### src/rtl/ca_row_engine.sv
// Cellular-automaton row sequencer that owns port B of the frame buffer.
// Computes Wolfram-rule generations in place over a circular stack of rows.
module ca_row_engine #(
    parameter int unsigned WORDS_PER_ROW = 40,
    parameter int unsigned NUM_ROWS      = 204,
    parameter int unsigned ADDR_W        = 13,
    parameter int unsigned ROW_W         = 8
) (
    input  logic              clk,
    input  logic              rst_n,
    input  logic              start,
    input  logic              init,
    input  logic [7:0]        rule,
    output logic              busy,
    output logic              done,
    output logic [ROW_W-1:0]  newest_row,
    output logic [15:0]       gen_count,
    output logic [ADDR_W-1:0] mem_addr,
    output logic              mem_load,
    output logic [15:0]       mem_wdata,
    input  logic [15:0]       mem_rdata
);

    localparam int unsigned       Total    = NUM_ROWS * WORDS_PER_ROW;
    localparam logic [ADDR_W-1:0] WLast    = ADDR_W'(WORDS_PER_ROW - 1);
    localparam logic [ADDR_W-1:0] WStop    = ADDR_W'(WORDS_PER_ROW - 2);
    localparam logic [ADDR_W-1:0] ClrLast  = ADDR_W'(Total - 1);
    localparam logic [ADDR_W-1:0] SeedAddr = ADDR_W'(WORDS_PER_ROW / 2);
    localparam logic [ADDR_W:0]   RowStep  = (ADDR_W + 1)'(WORDS_PER_ROW);
    localparam logic [ADDR_W:0]   WrapAt   = (ADDR_W + 1)'(Total);
    localparam logic [ROW_W-1:0]  RowLast  = ROW_W'(NUM_ROWS - 1);

    typedef enum logic [3:0] {
        StIdle,
        StFetchLast,
        StFetch0,
        StFetch1,
        StWrite,
        StRead,
        StWriteLast,
        StCommit,
        StClear,
        StSeed,
        StCommitInit
    } state_e;

    state_e            state_q, state_d;
    logic [ADDR_W-1:0] cnt_q, cnt_d;
    logic [ADDR_W-1:0] src_base_q, src_base_d;
    logic [ROW_W-1:0]  newest_row_q, newest_row_d;
    logic [15:0]       gen_count_q, gen_count_d;
    logic [7:0]        rule_q, rule_d;
    logic              lbit_q, lbit_d;
    logic [15:0]       cur_q, cur_d;
    logic              first_msb_q, first_msb_d;

    logic [ADDR_W:0]   dst_sum;
    logic [ADDR_W-1:0] dst_base;

    assign dst_sum  = {1'b0, src_base_q} + RowStep;
    assign dst_base = (dst_sum >= WrapAt) ? '0 : dst_sum[ADDR_W-1:0];

    // Bit 15 is the leftmost pixel; l/rt are the neighbours just outside the word.
    function automatic logic [15:0] apply_rule(input logic [7:0] r, input logic l,
                                               input logic [15:0] c, input logic rt);
        logic [17:0] ext;
        logic [15:0] res;
        ext = {l, c, rt};
        res = '0;
        for (int b = 0; b < 16; b++) begin
            res[b] = r[ext[b+2 -: 3]];
        end
        return res;
    endfunction

    always_comb begin
        state_d      = state_q;
        cnt_d        = cnt_q;
        src_base_d   = src_base_q;
        newest_row_d = newest_row_q;
        gen_count_d  = gen_count_q;
        rule_d       = rule_q;
        lbit_d       = lbit_q;
        cur_d        = cur_q;
        first_msb_d  = first_msb_q;
        busy         = 1'b1;
        done         = 1'b0;
        mem_addr     = '0;
        mem_load     = 1'b0;
        mem_wdata    = '0;

        unique case (state_q)
            StIdle: begin
                busy = 1'b0;
                if (init) begin
                    cnt_d   = '0;
                    state_d = StClear;
                end else if (start) begin
                    rule_d  = rule;
                    state_d = StFetchLast;
                end
            end
            StFetchLast: begin
                mem_addr = src_base_q + WLast;
                state_d  = StFetch0;
            end
            StFetch0: begin
                mem_addr = src_base_q;
                lbit_d   = mem_rdata[0];
                state_d  = StFetch1;
            end
            StFetch1: begin
                mem_addr    = src_base_q + 1'b1;
                cur_d       = mem_rdata;
                first_msb_d = mem_rdata[15];
                cnt_d       = '0;
                state_d     = StWrite;
            end
            StWrite: begin
                mem_addr  = dst_base + cnt_q;
                mem_load  = 1'b1;
                mem_wdata = apply_rule(rule_q, lbit_q, cur_q, mem_rdata[15]);
                lbit_d    = cur_q[0];
                cur_d     = mem_rdata;
                cnt_d     = cnt_q + 1'b1;
                state_d   = (cnt_q == WStop) ? StWriteLast : StRead;
            end
            StRead: begin
                mem_addr = src_base_q + cnt_q + 1'b1;
                state_d  = StWrite;
            end
            StWriteLast: begin
                mem_addr  = dst_base + WLast;
                mem_load  = 1'b1;
                mem_wdata = apply_rule(rule_q, lbit_q, cur_q, first_msb_q);
                state_d   = StCommit;
            end
            StCommit: begin
                done         = 1'b1;
                newest_row_d = (newest_row_q == RowLast) ? '0 : newest_row_q + 1'b1;
                src_base_d   = dst_base;
                gen_count_d  = gen_count_q + 16'd1;
                state_d      = StIdle;
            end
            StClear: begin
                mem_addr = cnt_q;
                mem_load = 1'b1;
                cnt_d    = cnt_q + 1'b1;
                if (cnt_q == ClrLast) begin
                    state_d = StSeed;
                end
            end
            StSeed: begin
                mem_addr  = SeedAddr;
                mem_load  = 1'b1;
                mem_wdata = 16'h8000;
                state_d   = StCommitInit;
            end
            StCommitInit: begin
                done         = 1'b1;
                newest_row_d = '0;
                src_base_d   = '0;
                gen_count_d  = '0;
                state_d      = StIdle;
            end
            default: state_d = StIdle;
        endcase
    end

    always_ff @(posedge clk or negedge rst_n) begin
        if (!rst_n) begin
            state_q      <= StIdle;
            cnt_q        <= '0;
            src_base_q   <= '0;
            newest_row_q <= '0;
            gen_count_q  <= '0;
            rule_q       <= '0;
            lbit_q       <= 1'b0;
            cur_q        <= '0;
            first_msb_q  <= 1'b0;
        end else begin
            state_q      <= state_d;
            cnt_q        <= cnt_d;
            src_base_q   <= src_base_d;
            newest_row_q <= newest_row_d;
            gen_count_q  <= gen_count_d;
            rule_q       <= rule_d;
            lbit_q       <= lbit_d;
            cur_q        <= cur_d;
            first_msb_q  <= first_msb_d;
        end
    end

    assign newest_row = newest_row_q;
    assign gen_count  = gen_count_q;

endmodule
### config.mk
export PLATFORM = sky130hd
export DESIGN_NAME = ca_row_engine
export DESIGN_NICKNAME = d
export VERILOG_FILES = /design/src/rtl/ca_row_engine.sv
export SDC_FILE = /design/constraint.sdc
export NUM_CORES = 1
export LEC_CHECK = 0
export ABC_AREA = 1
export BUFFER_PORTS_ARGS = -buffer_cell sky130_fd_sc_hd__buf_2
export CORE_MARGIN = 3
export CORE_UTILIZATION = 43
export CTS_CLUSTER_SIZE = 12
export DETAILED_ROUTE_END_ITERATION = 6
export PLACE_DENSITY = 0.67
export SLEW_MARGIN = 20
export SYNTH_ARGS = -nofsm -noshare
export SYNTH_HDL_FRONTEND = slang
export SYNTH_SLANG_ARGS = --single-unit
### constraint.sdc
create_clock -name clk -period 3.45 [get_ports clk]
set_clock_uncertainty 0.15 [all_clocks]
set_input_delay 0.1725 -clock clk [delete_from_list [all_inputs] [get_ports clk]]
set_output_delay 0.1725 -clock clk [all_outputs]
set_load 0.01 [all_outputs]
==> impl_metrics.yaml, run 1 <==
sta:
  slew_headroom: 0.339
  drv_slew: 0
  timing.fmax_mhz: 255
  hold_violations: 0
  holdWs_ns: 0.0796
  rsz0062_at_grt: "true"
  tightest_slew_ns: 0.991
  finalCritPeriodShare: 1.14
  layout_min_cycle_time_ns: 3.92
  worst_slack_ns: -0.472
  setup_viol: 12
pwr:
  vdd_drop_max_mv: 0.338
  power_mw: 5.23
  p_clk_frac: 0.194
  swShare: 0.487
  power.density_nw_per_um2: 541
  comb_power_share: 0.507
  seq_power_share: 0.299
  leakagePower_nw: 4.58
  p_switching_mw: 2.55
  internal_power_mw: 2.68
clock_network:
  path_clk_slew_ns: 0.07
  cts_tree: "built"
  cts-root-buf: "clkbuf_16"
  clock_sinks: 80
  clockBufferDepth: 2
  htree_levels: 3
  cts_buffers: 9
  clk_latency_ns: 0.34
global_routing:
  grt_pass1_wl_mm: 42.1
  antenna_found_initial: 0
  grt_overflow: 0
  track_usage: 0.288
  grt_pass1_vias: 8039
  grt_max_degree: 78
run_status:
  outcome: "complete, but fails checks"
  violations: "setup timing"
worst_hold_path:
  hold_path.class: "input port to flip-flop"
die:
  boundaryPins: 84
  die-height_um: 136
  start_util: 0.448
  chipWidth_um: 136
  dieArea_um2: 18500
  rows: 46
  core-area_um2: 16200
worst_setup_path:
  start_kind: "flip-flop"
  critPathMaxFanout: 8
  cp_slowest_cell: "dfrtp_1"
  cp.required_ns: 3.13
  worst_setup_path_end_kind: "output pin"
  path_class: "flip-flop to output pin"
  path_cells: "ha_4, nor2_4, nor2_4, nand3_1, nand2_2, nand2_2, nor2_4, nand2_4, nand3_2, inv_1, ha_4, nand2_1, nor2_2, a21oi_2, or2_4, nand2_2, a21oi_2, nor2_1, nor2_1, a211oi_2, o21ai_1, buf_2"
  arrival_ns: 3.60
  crit_path_max_incr_delay_ns: 0.43
cells_and_area:
  diodes: 0
  area_delta_synth_final_pct: 33.0
  drive_above_1_share: 0.243
  seqCellArea_um2: 2000
  layout.nets: 1388
  multi_input_area_um2: 4990
  nFillCells: 1540
route:
  wirelength_mm: 27.4
  firstDrtPassIters: 5
  drtAntennaViolNets: 0
  vias_per_cell: 5.76
  vias: 8915
  post_drt_wl_per_cell_um: 17.7
  post-route-drc-count: 0
  drt_iter0_drc: 779
place:
  port_buffers: 83
  hpwl_mm: 19.8
  dp_slack_ns: -0.261
  gp_congestion: 1.04
yosys:
  yosysUniqueCellTypes: 51
  synth_area_leaders: "dfrtp_1 28%, nand2_1 12%, o21ai_0 7.9%"
  yosys.area.top_type_share: 0.276
  yosysTopAreaCell: "dfrtp_1"
  synth_warnings: 0
  synthArstFlopShare: 1.00
  synth.avg_cell_area_um2: 6.46
  ys.flop_type: "dfrtp_1"
  ys_ff_latch: 80
  yosysSeqAreaShare: 0.276
  synth.net_count: 1187
  netlist_instances: 1125
  syn-cell-area_um2: 7270
  synth_edf_count: 0
run:
  drv_cap: 0
## per-layer routing
layer | routed length, µm | GRT usage | vias to the layer above
met4 | 890 | 0.0957 | 0
met1 | 11700 | 0.396 | 4190
met3 | 2370 | 0.0581 | 64
li1 | - | - | 4247
met2 | 12500 | 0.454 | 414
met5 | 0 | 0 | -
## synthesized netlist by cell type (2+ instances only)
| master | n |
|---|---|
| dfrtp_1 | 80 |
| o21ai_0 | 115 |
| nand3_1 | 77 |
| o2111ai_1 | 8 |
| a211oi_1 | 5 |
| nor4_1 | 4 |
| o221ai_1 | 2 |
| nand3b_1 | 2 |
| clkbuf_1 | 24 |
| nand2_4 | 4 |
| a21boi_0 | 2 |
| xor2_1 | 8 |
| nor2_4 | 4 |
| o21ai_1 | 4 |
| fa_1 | 2 |
| o31ai_1 | 2 |
| nor3_1 | 28 |
| a221oi_1 | 4 |
| o211ai_1 | 26 |
| nor2_1 | 92 |
| buf_2 | 4 |
| inv_2 | 5 |
| a21o_1 | 2 |
| nand4_1 | 18 |
| a21oi_1 | 107 |
| nand2_2 | 12 |
| ha_1 | 32 |
| nand2_1 | 241 |
| o21bai_1 | 2 |
| inv_1 | 145 |
| o21a_1 | 2 |
| or2_2 | 3 |
| nand3_2 | 2 |
| o22ai_1 | 11 |
| clkinv_1 | 3 |
| nor2_2 | 10 |
| a31oi_1 | 19 |
## worst paths after layout
kind                                     from            end  slack [ns]  depth (start not counted)
max in group asynchronous               rst_n  src_base_q[5]        2.06                          2
worst min register to register  gen_count[14]  gen_count[14]        0.34                          1
min in group asynchronous               rst_n       cur_q[9]        0.38                          2
worst max register to register     state_q[0]       cnt_q[8]        0.60                         11
worst max-delay path            src_base_q[4]    mem_addr[7]       -0.47                         22
worst min-delay path                    start     state_q[0]        0.08                          3
## per-stage QoR
| stage | std cells | cell area [µm²] | TNS (ns) | utilization |
|---|---|---|---|---|
| final | 1547 | 9670 | -3.74 | 0.596 |
| after global routing | 1547 | 9670 | -5.75 | 0.596 |
| after CTS | 1534 | 9360 | -2.04 | 0.576 |
| after detailed placement | 1473 | 8420 | -1.00 | 0.519 |
| after global placement | 1473 | 8420 | -0.313 | 0.519 |
| after floorplan | 1125 | 7270 | 0 | - |
## cells by family after synthesis
family	share of synthesized area
flip-flops	0.276
AND/OR/NAND/NOR	0.308
AO/OA/AOI/OAI	0.251
adder cells (fa/ha/maj)	0.0606
buffers and inverters	0.0957
XOR/XNOR	0.00964
## sequential cells by signal (all words and copies together) (netlist names)
register and cells:
cnt_q 13, cur_q 16, first_msb_q 1, gen_count 16
lbit_q 1, newest_row 8, rule_q 8, src_base_q 13
state_q 4
## final cells by class
cell class | instances | area share
sequential | 80 | 0.207
inverter | 153 | 0.0594
clock buffer | 9 | 0.0233
timing repair buffer | 219 | 0.158
multi-input combinational | 863 | 0.516
clock inverter | 7 | 0.00867
tap | 216 | 0.0280
## timing repair
item	4_1_cts	5_1_grt
endpoints found under the hold margin	102	0
gates resized for setup	52	48
hold buffers	26	0
pin swaps	16	36
setup endpoints to repair	12	12
buffers inserted	19	15
## critical path, delay by kind of cell, from the launching register on
| kind | cells | cell delay (ns) |
|---|---|---|
| simple gates | 14 | 1.64 |
| compound gates | 4 | 0.46 |
| fa+ha+maj | 2 | 0.48 |
| buf+inv | 2 | 0.23 |
| flops | 1 | 0.43 |
## layout by cell type (no fill, tap or decap), types with 5 or more instances in the layout
cell type and n:
nor3_1 26, buf_4 106, nand3_2 12, a21oi_1 99
o21ai_1 8, ha_4 8, a31oi_1 18, dfrtp_1 79
nand2_1 226, buf_6 5, inv_2 6, nor2_4 9
inv_1 144, nor2_2 15, a21oi_2 6, nand4_1 18
o2111ai_1 5, nand2_4 6, nor2_1 82, buf_2 82
o21ai_0 108, dlygate4sd3_1 26, clkbuf_16 9, nand2_2 24
ha_1 22, xor2_1 7, o22ai_1 11, o211ai_1 26
nand3_1 66
## power groups by stage
stage               Combinational (mW)  Sequential [mW]  Clock [mW]
global route                      2.94             1.60        1.07
floorplan                         1.72             1.34           0
global placement                  2.35             1.55           0
finish                            2.65             1.57        1.01
CTS                               2.49             1.55        1.03
detailed placement                2.36             1.55           0
No activity file was read; power rests on OpenSTA's default activity.
==> run 2, diff against run 1 <==
REMOVE_ABC_BUFFERS = 1   (was default)
==> run 2 against run 1 <==
Against the previous run: the run still ends with setup timing left; worst hold slack about the same; cell count decreased by 0.39%; routed wire length is 4.6% lower; sequential power about the same.
==> impl_metrics.yaml, run 2 (synthesis results as in run 1) <==
run:
  drv_cap: 0
sta:
  layout_min_cycle_time_ns: 3.92
  timing.fmax_mhz: 255
  tightest_slew_ns: 0.789
  slew_headroom: 0.474
  setup_viol: 10
  worst_slack_ns: -0.468
  hold_violations: 0
  setup_tns_ns: -3.24
  finalCritPeriodShare: 1.14
  rsz0062_at_grt: "true"
  drv_slew: 0
global_routing:
  grt_max_degree: 81
  gr-usage-met1: 0.389
  top_usage_layer: "met2"
  grt_pass1_vias: 7957
  grt_pass1_wl_mm: 41.1
  use_met2: 0.430
  grt_use_met3: 0.0559
  grt_overflow: 0
  track_usage: 0.278
  antenna_found_initial: 0
die:
  boundaryPins: 84
  chipWidth_um: 136
  core-area_um2: 16200
  die-height_um: 136
  start_util: 0.448
  rows: 46
  dieArea_um2: 18500
worst_setup_path:
  critPathMaxFanout: 6
  arrival_ns: 3.60
  start_kind: "flip-flop"
  path_class: "flip-flop to output pin"
  worst_setup_path_end_kind: "output pin"
  cp.required_ns: 3.13
run_status:
  violations: "setup timing"
  outcome: "complete, but fails checks"
place:
  dp.cells: 1481
  port_buffers: 83
  hpwl_mm: 18.9
  gp_congestion: 1.00
cells_and_area:
  nFillCells: 1561
  layout.nets: 1383
  seqCellArea_um2: 2000
  diodes: 0
  mostFrequentLayoutCell: "nand2_1"
  final_cell_mix: "226 x nand2_1, 143 x inv_1, 107 x o21ai_0"
  drive_above_1_share: 0.238
  area_delta_synth_final_pct: 33.6
  fin_cells: 1541
  multi_input_area_um2: 5020
clock_network:
  htree_levels: 3
  clockBufferDepth: 2
  clk_latency_ns: 0.35
  cts-root-buf: "clkbuf_16"
  cts_tree: "built"
  clock_sinks: 80
  cts_buffers: 9
  path_clk_slew_ns: 0.07
pwr:
  power.density_nw_per_um2: 549
  seq_power_share: 0.292
  p_clk_frac: 0.214
  internal_power_mw: 2.82
  leakagePower_nw: 4.57
  comb_power_share: 0.494
  p_switching_mw: 2.52
  vdd_drop_max_mv: 0.301
  swShare: 0.471
route:
  post-route-drc-count: 0
  drtAntennaViolNets: 0
  wirelength_mm: 26.2
  drt_iter0_drc: 898
  vias: 8818
  vias_per_cell: 5.72
  post_drt_wl_per_cell_um: 17.0
  firstDrtPassIters: 6
worst_hold_path:
  hold_path.class: "input port to flip-flop"
==> run 2: changes by cell type in the layout (fill, tap and decap cells not counted), sizes merged <==
cell	delta
clkinv	-1
inv	-2
bufinv	+2
buf	-5
==> run 2: timing repair <==
item,in CTS,in global routing
setup endpoints to repair,11,12
buffers inserted,9,12
pin swaps,45,42
hold endpoints to repair,107,0
hold buffers,26,0
gates cloned,0,0
resized for setup,58,51
==> run 2: cell type report <==
class / instances / area share
timing repair buffer: 214 / 0.154
tap: 216 / 0.0278
inverter: 153 / 0.0594
sequential: 80 / 0.206
clock inverter: 6 / 0.0119
multi-input combinational: 863 / 0.517
clock buffer: 9 / 0.0232
==> run 2: critical path, stage by stage (launching register included) <==
cell     delay [ns]
dfrtp_1        0.40
buf_6          0.13
nand2_2        0.07
buf_4          0.14
nand3_1        0.06
nand2_1        0.08
nor2_1         0.11
nand2_1        0.09
nor2_4         0.14
nand2_4        0.13
buf_6          0.15
nand3_4        0.06
inv_4          0.04
ha_4           0.24
buf_6          0.12
a21oi_1        0.16
o21a_1         0.17
nand3_4        0.09
buf_4          0.15
buf_6          0.10
xor2_1         0.13
nor2_1         0.07
nor2_2         0.18
nand2_1        0.07
buf_2          0.14
==> run 2: per-stage QoR <==
step	utilization	area [µm²]	hold slack, ns	total power [mW]	worst slack, ns
global placement	0.522	8480	0.227	3.87	-0.165
finish	0.598	9710	0.0801	5.33	-0.468
floorplan	-	7140	-0.273	3.00	-0.0835
global route	0.598	9710	0.0840	5.71	-0.625
CTS	0.579	9390	0.0745	5.13	-0.381
detailed placement	0.522	8480	0.239	3.89	-0.225
==> run 2: worst paths after layout <==
check                                      to          start  depth (start not counted)  slack, ns
worst min-delay path               state_q[0]          start                          3       0.08
worst max-delay path              mem_addr[9]  src_base_q[4]                         24      -0.47
worst max register to register      cnt_q[12]     state_q[0]                         11       0.80
min in group asynchronous            cur_q[9]          rst_n                          2       0.27
worst min register to register  gen_count[14]  gen_count[14]                          1       0.34
max in group asynchronous       src_base_q[6]          rst_n                          2       2.32
==> run 2: layer usage <==
metal,part of all wire,vias up
met1,0.45,4100
met2,0.44,404
met3,0.078,65
li1,-,4249
met4,0.029,0
met5,0,-
==> run 2: power by group through the flow <==
stage | sequential (mW) | clock, mW | combinational (mW)
finish | 1.56 | 1.14 | 2.63
detailed placement | 1.54 | 0 | 2.35
floorplan | 1.42 | 0 | 1.57
global route | 1.59 | 1.19 | 2.93
CTS | 1.53 | 1.15 | 2.45
global placement | 1.54 | 0 | 2.32
